==> src/rtl/memtest_pkg.sv <==
`default_nettype none
// ============================================================================
// Module      : memtest_pkg
// Description : Shared constants for the memory-test read-back checker:
//               checker state encodings, datapath widths and the helper
//               that builds a 64-bit expected beat from the PRNG word.
// Revision    : 1.0 - initial release
// ============================================================================
package memtest_pkg;

  localparam int DATA_W     = 64;
  localparam int PRNG_W     = 20;
  localparam int BEAT_CNT_W = 19;

  localparam logic [2:0] c_IDLE  = 3'd0;
  localparam logic [2:0] c_SEED  = 3'd1;
  localparam logic [2:0] c_PRIME = 3'd2;
  localparam logic [2:0] c_RUN   = 3'd3;
  localparam logic [2:0] c_FIN   = 3'd4;

  // The low 16 PRNG bits are replicated across all four lanes of the beat.
  function automatic logic [DATA_W-1:0] expected_beat(input logic [15:0] r);
    return {4{r}};
  endfunction

endpackage
`default_nettype wire

==> src/rtl/memtest_prng20.sv <==
`default_nettype none
// ============================================================================
// Module      : memtest_prng20
// Description : 20-bit XNOR-feedback PRNG. Each ce strobe runs twenty shift
//               iterations and registers the twenty feedback bits as rand_o.
// Revision    : 1.0 - initial release
// ============================================================================
module memtest_prng20
  import memtest_pkg::*;
(
  input  logic              clk,
  input  logic              rst,
  input  logic              ce,
  output logic [PRNG_W-1:0] rand_o
);

  logic [PRNG_W-1:0] s_q;
  logic [PRNG_W-1:0] s_d;
  logic [PRNG_W-1:0] rand_q;
  logic [PRNG_W-1:0] rand_d;

  // Unrolled twenty-step advance; feedback bit i becomes output bit i.
  always_comb begin
    s_d    = s_q;
    rand_d = rand_q;
    if (ce) begin
      for (int i = 0; i < PRNG_W; i++) begin
        rand_d[i] = ~(s_d[19] ^ s_d[16]);
        s_d       = {s_d[18:0], rand_d[i]};
      end
    end
  end

  // State and output word registers; reset returns both to zero.
  always_ff @(posedge clk) begin
    if (rst) begin
      s_q    <= '0;
      rand_q <= '0;
    end else begin
      s_q    <= s_d;
      rand_q <= rand_d;
    end
  end

  assign rand_o = rand_q;

endmodule
`default_nettype wire

==> config.mk <==
export PLATFORM = sky130hd
export DESIGN_NAME = memtest_prng20
export DESIGN_NICKNAME = d
export VERILOG_FILES = /design/src/rtl/memtest_pkg.sv /design/src/rtl/memtest_prng20.sv
export SDC_FILE = /design/constraint.sdc
export NUM_CORES = 1
export LEC_CHECK = 0
export ABC_AREA = 0
export BUFFER_PORTS_ARGS = -buffer_cell sky130_fd_sc_hd__buf_2
export CAP_MARGIN = 20
export CORE_UTILIZATION = 40
export DETAILED_ROUTE_END_ITERATION = 8
export GPL_ROUTABILITY_DRIVEN = 1
export PLACE_DENSITY = 0.73
export SYNTH_ARGS = -nofsm -noshare
export SYNTH_HDL_FRONTEND = slang
export SYNTH_SLANG_ARGS = --single-unit
==> constraint.sdc <==
create_clock -name clk -period 1.5 [get_ports clk]
set_clock_uncertainty 0.2 [all_clocks]
set_input_delay 0.3 -clock clk [delete_from_list [all_inputs] [get_ports clk]]
set_output_delay 0.3 -clock clk [all_outputs]
set_load 0.01 [all_outputs]
==> results.md, run 1 <==
| Stage | Metric | This run |
| --- | --- | --- |
| route | Wire per inst | 10.30 microns |
| pwr | Post-route total power | 1.384 mW |
| cts | Clock tree from TritonCTS | built |
| timing | Count of final max-slew check failures | 0 |
| logic synthesis | Net Count, Synth | 93 |
| floorplan | Die ar. | 0.002358 sq mm |
| logic synthesis | Cell count after synthesis | 90 |
| setup path | Worst-case register-to-register setup slack | 0.27 ns |
| timing | Setup TNS | 0 ns |
| flow run | Number of max-cap violations | 0 |
| global route | First-pass GRT wire length | 2366 microns |
| final layout | Post-synthesis to final-layout area growth | 16.31% |
| min path | Launch instance of the worst min-delay path | rst |
| setup path | Critical path endpoint category | output pin |
| pwr | Peak supply drop | 0.5661 mV |
| global route | Largest net degree at the start of global routing | 24 |
| floorplan | Placeable core area | 0.002002 sq mm |
| floorplan | Number of rows created at floorplan | 16 |
| logic synthesis | Seq/Total Area, Yosys | 46.18% |
| route | DRC violations left | 0 |
| setup path | Number of buffers and inverters on the critical path | 1 |
| timing | Period utilization | 91.01% |
| pwr | Total power per unit cell area | 1372 mW/mm^2 |
| logic synthesis | #FFs+latches synth | 20 |
| setup path | Capture instance of the worst register-to-register path | s_q[1]$_SDFFE_PP0P_ |
| placement | RePlAce Congestion | 0.6770 |
| logic synthesis | Number of unique standard cell types used by synthesis | 11 |
| global route | Global-route met3 utilization | 1.887% |
| floorplan | Ports placed on the boundary | 23 |
| logic synthesis | Synthesized area divided by synthesized cell count | 9.634 sq um |
| logic synthesis | Synth Cell Area | 867.1 sq um |
| global route | Routing usage on met2 | 20.19% |
| global route | GRT Residual Overflow | 0 |
| cts | Worst skew pair latency | 0.29 ns |
| cts | Deepest level of the CTS H-tree | 1 |
| timing | Number of failing setup endpoints in the final timing report | 0 |
| route | Number of nets still failing antenna checks after routing | 0 |
| cts | Hold bufs inserted after CTS | 0 |
| setup path | Largest fanout on the critical path | 4 |
| setup path | Critical register-to-register path startpoint | s_q[15]$_SDFFE_PP0P_ |
| cts | Num Clock Sinks | 20 |
| setup path | Worst setup path class | flip-flop to output pin |
| logic synthesis | Synth Warn # | 0 |
| cts | Post-CTS sizing | 0 |
| placement | Count of port buffers added during placement | 22 |
| final layout | Ratio of cells with drive above 1 in the final layout | 23.21% |
| setup path | Critical path launch point type | flip-flop |
| setup path | CP cell instances | buf_2 |
| cts | Clock Tree Buf Depth | 2 |
| timing | Measured slew at the worst slew-check pin | 0.3178 ns |
| min path | Endpoint of the worst hold path | s_q[3]$_SDFFE_PP0P_ |
| setup path | Number of cells traversed by the worst register-to-register path | 3 |
| global route | Via count of the first global-routing pass | 528 |
| floorplan | Die Y-Extent | 48.56 microns |
| floorplan | Die W | 48.56 microns |
| setup path | Crit-path leading delay family | flip-flops |
| setup path | Critical Path Stages | 1 |
| final layout | Total inserted antenna cells | 0 |
| route | Drt first-iter violations | 3 |
| route | Number of vias per cell | 4.540 |
| final layout | Number of nets in the final layout | 117 |
| min path | Type of the worst min-delay path | input pin to flip-flop |
| floorplan | Initial core utilization | 43.31% |
| setup path | Worst stage delay on the critical path | 0.41 ns |
| route | Number of vias in the routed layout | 631 |
| route | 1st-pass router iterations | 5 |
| setup path | Required time at the endpoint of the critical path | 1.00 ns |
| timing | Final Hold Fails | 0 |
| setup path | Data arrival time of the critical path | 0.87 ns |
| cts | Library cell used as clock root buffer | sky130_fd_sc_hd__clkbuf_4 |
| route | Routed wire length | 1432 microns |
| min path | Hold path depth | 2 |
| cts | CTS clock-pin slew for the worst setup and hold paths | 0.11 ns |
| cts | Setup fix buffers added after clock tree synthesis | 0 |
| timing | Relative slew slack | 78.81% |
| timing | Clock period minus worst slack | 1.365 ns |
| placement | Placed wire-length estimate after detailed placement | 966.4 microns |
| setup path | Slowest cell on the critical path | sky130_fd_sc_hd__dfxtp_1 |
| timing | Achievable frequency | 0.7325 GHz |
| final layout | Utilization of the core after routing | 50.38% |
| cts | Number of buffers added by the clock tree synthesis step | 3 |
| global route | GRT busiest layer | met2 |
| pwr | Cell leakage power | 0.4665 nW |
| timing | Unrepaired setup endpoints after global routing | false |
| global route | Initial antenna violation count | 0 |
| global route | Fraction of met1 tracks used by global routing | 17.15% |
| global route | Global-route total usage across every layer | 13.17% |
| run status | Status | finished clean |
worst register-to-register path, cell delays in order (launching register included):
cell and delay (ns):
sky130_fd_sc_hd__dfxtp_1 0.41, sky130_fd_sc_hd__xor2_1 0.24, sky130_fd_sc_hd__a21oi_1 0.10, sky130_fd_sc_hd__a31o_1 0.19
worst max path at each step:
stage                              start              endpoint  slack [ns]
detailed placement                    ce  s_q[18]$_SDFFE_PP0P_        0.18
finish              s_q[16]$_SDFFE_PP0P_             rand_o[3]        0.13
global route        s_q[14]$_SDFFE_PP0P_             rand_o[5]        0.08
global placement                      ce  s_q[18]$_SDFFE_PP0P_        0.24
floorplan           s_q[15]$_SDFFE_PP0P_   s_q[1]$_SDFFE_PP0P_        0.33
CTS                 s_q[16]$_SDFFE_PP0P_             rand_o[3]        0.12
cells by family (layout without fill, tap and decap cells):
| logic type | Yosys count | after routing | synth area share (%) |
|---|---|---|---|
| XOR/XNOR | 20 | 20 | 20.20 |
| flip-flops | 20 | 20 | 46.18 |
| AO/OA/AOI/OAI | 6 | 6 | 4.762 |
| AND/OR/NAND/NOR | 40 | 40 | 25.11 |
| buffers and inverters | 4 | 26 | 3.752 |
stage by stage:
step                area, sq um  cells  worst slack, ns  hold slack [ns]
finish                     1008    139           0.1349           0.1519
global route               1008    139          0.07702           0.1479
CTS                        1008    139           0.1220           0.1421
detailed placement        985.9    136           0.1758           0.3223
global placement          985.9    136           0.2351           0.3163
floorplan                 867.1     90           0.3335           0.3312
cell usage after synthesis:
cell type | n | share of area [%]
sky130_fd_sc_hd__xnor2_1 | 17 | 17
sky130_fd_sc_hd__a31o_1 | 3 | 3.0
sky130_fd_sc_hd__xor2_1 | 3 | 3.0
sky130_fd_sc_hd__nand2b_1 | 3 | 2.2
sky130_fd_sc_hd__and2b_1 | 14 | 12
sky130_fd_sc_hd__buf_2 | 2 | 1.2
sky130_fd_sc_hd__buf_6 | 2 | 2.6
sky130_fd_sc_hd__nor2_1 | 20 | 8.7
sky130_fd_sc_hd__a21oi_1 | 3 | 1.7
sky130_fd_sc_hd__dfxtp_1 | 20 | 46
sky130_fd_sc_hd__nor2b_1 | 3 | 2.2
placed cells by master, fill, tap and decap left out, drive strengths merged:
master | netlist | final
a21oi | 3 | 3
a31o | 3 | 3
and2b | 14 | 14
buf | 4 | 23
clkbuf | 0 | 3
dfxtp | 20 | 20
nand2b | 3 | 3
nor2 | 20 | 20
nor2b | 3 | 3
xnor2 | 17 | 17
xor2 | 3 | 3
area by class of cell:
class,count,area [sq um]
tap,27,33.78
sequential,20,400.4
clock buffer,3,22.52
fill,196,993.5
timing repair buffer,23,117.6
multi-input combinational,66,434.2
power by group:
part | internal, mW | total [mW] | switching, mW
Sequential | 0.628 | 0.719 | 0.0908
Clock | 0.0934 | 0.247 | 0.154
Combinational | 0.227 | 0.417 | 0.190
Total | 0.949 | 1.38 | 0.435
per-layer routing:
layer | wire, microns | vias to the layer above | part of all wire, %
li1 | - | 325 | -
met1 | 732 | 289 | 51
met2 | 623 | 15 | 44
met3 | 54 | 2 | 3.8
met4 | 22 | 0 | 1.5
met5 | 0 | - | 0
sequential cells by signal, indices dropped and copies added (netlist names):
register,cells
s_q,19
rand_o,1
No activity file was read; power rests on OpenSTA's default activity.
==> run 2, diff against run 1 <==
Settings changed: CORE_ASPECT_RATIO set to 1.25, CORE_UTILIZATION 40 to 49, PLACE_DENSITY 0.73 to 0.85.
==> results.md, run 2 (synthesized netlist as in run 1, its figures left out) <==
| Stage | Metric | This run | Delta |
| --- | --- | --- | --- |
| run status | Status | finished clean | unchanged |
| pwr | Peak supply drop | 0.8132 mV | was 0.5661 mV |
| route | Number of vias in the routed layout | 637 | was 631 |
| cts | Number of buffers added by the clock tree synthesis step | 3 | unchanged |
| setup path | Crit-path leading delay family | flip-flops | unchanged |
| global route | Via count of the first global-routing pass | 568 | was 528 |
| global route | GRT busiest layer | met2 | unchanged |
| timing | Period utilization | 91.47% | was 91.01% |
| final layout | Max FFs per register | 19 | unchanged |
| global route | Fraction of met1 tracks used by global routing | 19.59% | was 17.15% |
| flow run | Number of max-cap violations | 0 | unchanged |
| route | Wire per inst | 10.81 microns | was 10.30 microns |
| final layout | Post-synthesis to final-layout area growth | 16.59% | was 16.31% |
| placement | Placed cell areas | 974.7 sq um | was 985.9 sq um |
| cts | Setup fix buffers added after clock tree synthesis | 0 | unchanged |
| final layout | Largest register by flop count | s_q | unchanged |
| setup path | Critical path launch point type | flip-flop | unchanged |
| final layout | Total inserted antenna cells | 0 | unchanged |
| global route | GRT Residual Overflow | 0 | unchanged |
| route | Drt first-iter violations | 3 | unchanged |
| pwr | Net switching power | 0.4386 mW | was 0.4352 mW |
| cts | Num Clock Sinks | 20 | unchanged |
| timing | Setup TNS | 0 ns | unchanged |
| setup path | Data arrival time of the critical path | 0.87 ns | about the same |
| floorplan | Initial core utilization | 54.14% | was 43.31% |
| cts | Post-CTS sizing | 0 | unchanged |
| placement | Count of port buffers added during placement | 22 | unchanged |
| timing | Measured slew at the worst slew-check pin | 0.3139 ns | was 0.3178 ns |
| timing | Unrepaired setup endpoints after global routing | false | unchanged |
| global route | Largest net degree at the start of global routing | 24 | unchanged |
| timing | Clock period minus worst slack | 1.372 ns | was 1.365 ns |
| cts | Worst skew pair latency | 0.29 ns | about the same |
| global route | Global-route total usage across every layer | 16.65% | was 13.17% |
| timing | Count of final max-slew check failures | 0 | unchanged |
| cts | Clock Tree Buf Depth | 2 | unchanged |
| timing | Worst hold margin | 0.1358 ns | was 0.1519 ns |
| timing | Worst-case setup margin in the final layout | 0.1280 ns | was 0.1349 ns |
| pwr | Register share of total power | 49.7% | was 52.0% |
| pwr | Cell leakage power | 0.4737 nW | was 0.4665 nW |
| global route | Initial antenna violation count | 0 | unchanged |
| floorplan | Ports placed on the boundary | 23 | unchanged |
| final layout | Post-Layout Inst Area | 0.001011 sq mm | was 0.001008 sq mm |
| cts | Hold bufs inserted after CTS | 0 | unchanged |
| cts | Library cell used as clock root buffer | sky130_fd_sc_hd__clkbuf_4 | unchanged |
| route | DRC violations left | 0 | unchanged |
| timing | Number of failing setup endpoints in the final timing report | 0 | unchanged |
| setup path | Worst setup path class | flip-flop to output pin | unchanged |
| pwr | Comb power frac | 29.2% | was 30.1% |
| setup path | Largest fanout on the critical path | 4 | unchanged |
| global route | Global-route met3 utilization | 2.740% | was 1.887% |
| setup path | Number of buffers and inverters on the critical path | 1 | unchanged |
| timing | Final Hold Fails | 0 | unchanged |
| cts | CTS clock-pin slew for the worst setup and hold paths | 0.11 ns | about the same |
| floorplan | Number of rows created at floorplan | 16 | unchanged |
| placement | Worst slack at placement | 0.1854 ns | was 0.1758 ns |
| pwr | Switching power share of the total | 30.42% | was 31.45% |
| timing | Achievable frequency | 0.7289 GHz | was 0.7325 GHz |
| setup path | Worst-case register-to-register setup slack | 0.21 ns | was 0.27 ns |
| route | Number of nets still failing antenna checks after routing | 0 | unchanged |
| floorplan | Die W | 39.63 microns | was 48.56 microns |
| pwr | Clk network pwr share | 21.1% | was 17.9% |
| floorplan | Placeable core area | 0.001602 sq mm | was 0.002002 sq mm |
| route | Routed wire length | 1416 microns | was 1432 microns |
| floorplan | Die Y-Extent | 49.03 microns | was 48.56 microns |
| setup path | Worst stage delay on the critical path | 0.42 ns | was 0.41 ns |
| placement | RePlAce Congestion | 0.6557 | was 0.6770 |
| pwr | Total power per unit cell area | 1426 mW/mm^2 | was 1372 mW/mm^2 |
| final layout | Commonest non-fill, non-tap cells in the layout | sky130_fd_sc_hd__buf_2 (22), sky130_fd_sc_hd__nor2_1 (20), sky130_fd_sc_hd__dfxtp_1 (20) | unchanged |
| setup path | CP cell instances | buf_2 | unchanged |
| placement | Placed wire-length estimate after detailed placement | 1032 microns | was 966.4 microns |
| global route | Routing usage on met2 | 27.32% | was 20.19% |
| cts | Clock tree from TritonCTS | built | unchanged |
| cts | Deepest level of the CTS H-tree | 1 | unchanged |
| final layout | Commonest non-fill, non-tap cell in the layout | sky130_fd_sc_hd__buf_2 | unchanged |
| pwr | Post-route total power | 1.442 mW | was 1.384 mW |
| route | 1st-pass router iterations | 4 | was 5 |
| setup path | Slowest cell on the critical path | sky130_fd_sc_hd__dfxtp_1 | unchanged |
| setup path | Critical path endpoint category | output pin | unchanged |
| final layout | Ratio of cells with drive above 1 in the final layout | 23.89% | was 23.21% |
| route | Number of vias per cell | 4.863 | was 4.540 |
| min path | Type of the worst min-delay path | input pin to flip-flop | unchanged |
| timing | Relative slew slack | 79.07% | was 78.81% |
| pwr | Internal power summed over all cells | 1.003 mW | was 0.9486 mW |
| setup path | Required time at the endpoint of the critical path | 1.00 ns | about the same |
| floorplan | Die ar. | 0.001943 sq mm | was 0.002358 sq mm |
| global route | First-pass GRT wire length | 2283 microns | was 2366 microns |
| final layout | Number of nets in the final layout | 117 | unchanged |
[run 2: cell count changes in the layout (fill, tap and decap cells not counted), sizes merged]
cell / previous run / this run
clkbuf: 3 / 4
[run 2: path summary, 6_finish.rpt]
path	to	from	cells past startpoint
setup / recovery	rand_o[4]	s_q[15]$_SDFFE_PP0P_	1
hold reg to reg	s_q[6]$_SDFFE_PP0P_	s_q[6]$_SDFFE_PP0P_	2
hold / removal	s_q[8]$_SDFFE_PP0P_	rst	2
setup reg to reg	s_q[1]$_SDFFE_PP0P_	s_q[15]$_SDFFE_PP0P_	3
[run 2: layout make-up]
cell class	instances	area (sq um)
flip-flops and latches	20	400.4
clock buffers	4	36.28
repair buffers	23	117.6
well taps	18	22.52
multi-input cells	66	434.2
fillers	140	590.6
[run 2: per-stage QoR]
step	utilization, %	instances
CTS	63.13	131
global placement	60.86	127
global route	63.13	131
floorplan	-	90
finish	63.13	131
detailed placement	60.86	127
[run 2: routing by layer]
| metal | up-vias | wire length (microns) |
|---|---|---|
| met5 | - | 0 |
| met1 | 296 | 648 |
| met3 | 2 | 64 |
| li1 | 320 | - |
| met2 | 19 | 694 |
| met4 | 0 | 9 |
[run 2: power groups by stage]
stage,Combinational (mW),Sequential (mW),Clock [mW]
after CTS,0.426,0.719,0.313
final,0.421,0.717,0.304
after detailed placement,0.422,0.731,0
after global routing,0.466,0.732,0.340
after global placement,0.411,0.726,0
after floorplan,0.254,0.768,0
==> run 3, diff against run 2 <==
Settings changed: BUFFER_PORTS_ARGS -buffer_cell sky130_fd_sc_hd__buf_2 to -buffer_cell sky130_fd_sc_hd__clkbuf_2.
==> results.md, run 3 (synthesized netlist as in run 1, its figures left out) <==
| Stage | Metric | This run | Delta |
| --- | --- | --- | --- |
| final layout | Total inserted antenna cells | 0 | unchanged |
| setup path | Data arrival time of the critical path | 0.86 ns | was 0.87 ns |
| setup path | Largest fanout on the critical path | 4 | unchanged |
| timing | Period utilization | 90.72% | was 91.47% |
| route | Number of nets still failing antenna checks after routing | 0 | unchanged |
| setup path | Worst stage delay on the critical path | 0.41 ns | was 0.42 ns |
| cts | Deepest level of the CTS H-tree | 1 | unchanged |
| setup path | Number of buffers and inverters on the critical path | 1 | unchanged |
| run status | Status | finished clean | unchanged |
| setup path | CP cell instances | clkbuf_2 | was buf_2 |
| final layout | Number of nets in the final layout | 118 | was 117 |
| route | DRC violations left | 0 | unchanged |
| timing | Relative slew slack | 76.80% | was 79.07% |
| setup path | Slowest cell on the critical path | sky130_fd_sc_hd__dfxtp_1 | unchanged |
| route | Number of vias per cell | 4.795 | was 4.863 |
| global route | Via count of the first global-routing pass | 582 | was 568 |
| cts | Clock tree from TritonCTS | built | unchanged |
| global route | First-pass GRT wire length | 2366 microns | was 2283 microns |
| setup path | Launching element of the worst setup path | s_q[14]$_SDFFE_PP0P_ | was s_q[15]$_SDFFE_PP0P_ |
| cts | Num Clock Sinks | 20 | unchanged |
| timing | Measured slew at the worst slew-check pin | 0.3480 ns | was 0.3139 ns |
| placement | Inst Count DP | 128 | was 127 |
| placement | RePlAce Congestion | 0.6373 | was 0.6557 |
| route | Wire per inst | 10.76 microns | was 10.81 microns |
| setup path | Crit-path leading delay family | flip-flops | unchanged |
| global route | Global-route total usage across every layer | 17.31% | was 16.65% |
| setup path | Critical register-to-register path startpoint | s_q[15]$_SDFFE_PP0P_ | unchanged |
| final layout | Post-synthesis to final-layout area growth | 17.46% | was 16.59% |
| setup path | Required time at the endpoint of the critical path | 1.00 ns | about the same |
| setup path | Worst-case register-to-register setup slack | 0.27 ns | was 0.21 ns |
| final layout | Largest register by flop count | s_q | unchanged |
| setup path | Critical path endpoint category | output pin | unchanged |
| pwr | Total power per unit cell area | 1421 mW/mm^2 | was 1426 mW/mm^2 |
| global route | Initial antenna violation count | 0 | unchanged |
| min path | Type of the worst min-delay path | input pin to flip-flop | unchanged |
| setup path | Critical path launch point type | flip-flop | unchanged |
| cts | Hold bufs inserted after CTS | 0 | unchanged |
| route | Drt first-iter violations | 6 | was 3 |
| setup path | Capture instance of the worst register-to-register path | s_q[1]$_SDFFE_PP0P_ | unchanged |
| timing | Clock period minus worst slack | 1.361 ns | was 1.372 ns |
| timing | Unrepaired setup endpoints after global routing | false | unchanged |
| floorplan | Die ar. | 0.001943 sq mm | unchanged |
| cts | Number of buffers added by the clock tree synthesis step | 3 | unchanged |
| route | 1st-pass router iterations | 3 | was 4 |
| cts | Worst skew pair latency | 0.29 ns | about the same |
| route | Number of vias in the routed layout | 633 | was 637 |
| cts | Setup fix buffers added after clock tree synthesis | 0 | unchanged |
| timing | Final Hold Fails | 0 | unchanged |
| floorplan | Ports placed on the boundary | 23 | unchanged |
| cts | CTS clock-pin slew for the worst setup and hold paths | 0.11 ns | about the same |
| timing | Number of failing setup endpoints in the final timing report | 0 | unchanged |
| placement | Count of port buffers added during placement | 22 | unchanged |
| floorplan | Die Y-Extent | 49.03 microns | unchanged |
| final layout | Commonest non-fill, non-tap cell in the layout | sky130_fd_sc_hd__clkbuf_2 | was sky130_fd_sc_hd__buf_2 |
| floorplan | Number of rows created at floorplan | 16 | unchanged |
| final layout | Commonest non-fill, non-tap cells in the layout | sky130_fd_sc_hd__clkbuf_2 (22), sky130_fd_sc_hd__nor2_1 (20), sky130_fd_sc_hd__dfxtp_1 (20) | was sky130_fd_sc_hd__buf_2 (22), sky130_fd_sc_hd__nor2_1 (20), sky130_fd_sc_hd__dfxtp_1 (20) |
| cts | Library cell used as clock root buffer | sky130_fd_sc_hd__clkbuf_4 | unchanged |
| setup path | Critical Path Stages | 1 | unchanged |
| pwr | Peak supply drop | 0.8301 mV | was 0.8132 mV |
| placement | Placed wire-length estimate after detailed placement | 1063 microns | was 1032 microns |
| timing | Achievable frequency | 0.7349 GHz | was 0.7289 GHz |
| final layout | Ratio of cells with drive above 1 in the final layout | 24.56% | was 23.89% |
| setup path | Worst setup path class | flip-flop to output pin | unchanged |
| pwr | Cell leakage power | 0.4695 nW | was 0.4737 nW |
| cts | Post-CTS sizing | 0 | unchanged |
| final layout | Max FFs per register | 19 | unchanged |
| cts | Clock Tree Buf Depth | 2 | unchanged |
| floorplan | Placeable core area | 0.001602 sq mm | unchanged |
| final layout | Final std cells w/o fill | 132 | was 131 |
| global route | GRT Residual Overflow | 0 | unchanged |
| setup path | Number of cells traversed by the worst register-to-register path | 3 | unchanged |
| timing | Setup TNS | 0 ns | unchanged |
| global route | Largest net degree at the start of global routing | 24 | unchanged |
| floorplan | Initial core utilization | 54.14% | unchanged |
| timing | Count of final max-slew check failures | 0 | unchanged |
| route | Routed wire length | 1420 microns | was 1416 microns |
| setup path | Endpoint of the most critical setup path | rand_o[5] | was rand_o[4] |
| floorplan | Die W | 39.63 microns | unchanged |
| flow run | Number of max-cap violations | 0 | unchanged |
[run 3: metal layers]
layer	share of wire (%)	wire length, microns	up-vias	track usage (%)
met4	0.99	14	0	10.34
li1	-	-	324	-
met3	4.2	60	2	2.740
met2	52	741	15	28.14
met5	0	0	-	0
met1	42	602	292	20.00
[run 3: area by class of cell]
| cell class | instances | area [sq um] |
|---|---|---|
| well taps | 18 | 22.52 |
| flip-flops and latches | 20 | 400.4 |
| repair buffers | 24 | 125.1 |
| multi-input cells | 66 | 434.2 |
| fillers | 158 | 583.1 |
| clock buffers | 4 | 36.28 |
[run 3: report_power, final]
group	total [mW]	internal (mW)	switching, mW
Sequential	0.720	0.628	0.0920
Combinational	0.421	0.227	0.194
Clock	0.305	0.148	0.157
[run 3: how the worst min path moves through the flow]
| stage | startpoint | endpoint | slack [ns] | cells after the start |
|---|---|---|---|---|
| 6_report | rst | s_q[11]$_SDFFE_PP0P_ | 0.13 | 2 |
| 5_1_grt | rst | s_q[11]$_SDFFE_PP0P_ | 0.13 | 2 |
| 4_1_cts | rst | s_q[11]$_SDFFE_PP0P_ | 0.12 | 2 |
| 3_5_place_dp | s_q[4]$_SDFFE_PP0P_ | s_q[4]$_SDFFE_PP0P_ | 0.33 | 2 |
| 3_3_place_gp | s_q[9]$_SDFFE_PP0P_ | s_q[9]$_SDFFE_PP0P_ | 0.32 | 2 |
| 2_1_floorplan | rst | s_q[0]$_SDFFE_PP0P_ | 0.33 | 2 |
[run 3: metrics by stage]
stage                     hold WS [ns]  instance area (sq um)  util [%]  total power, mW  setup WS, ns
after global placement          0.3155                  982.2     61.33            1.142        0.1866
after global routing            0.1312                   1018     63.59            1.548       0.07100
after CTS                       0.1152                   1018     63.59            1.468        0.1209
after detailed placement        0.3258                  982.2     61.33            1.160        0.1388
final                           0.1296                   1018     63.59            1.447        0.1392
after floorplan                 0.3312                  867.1         -            1.022        0.3335
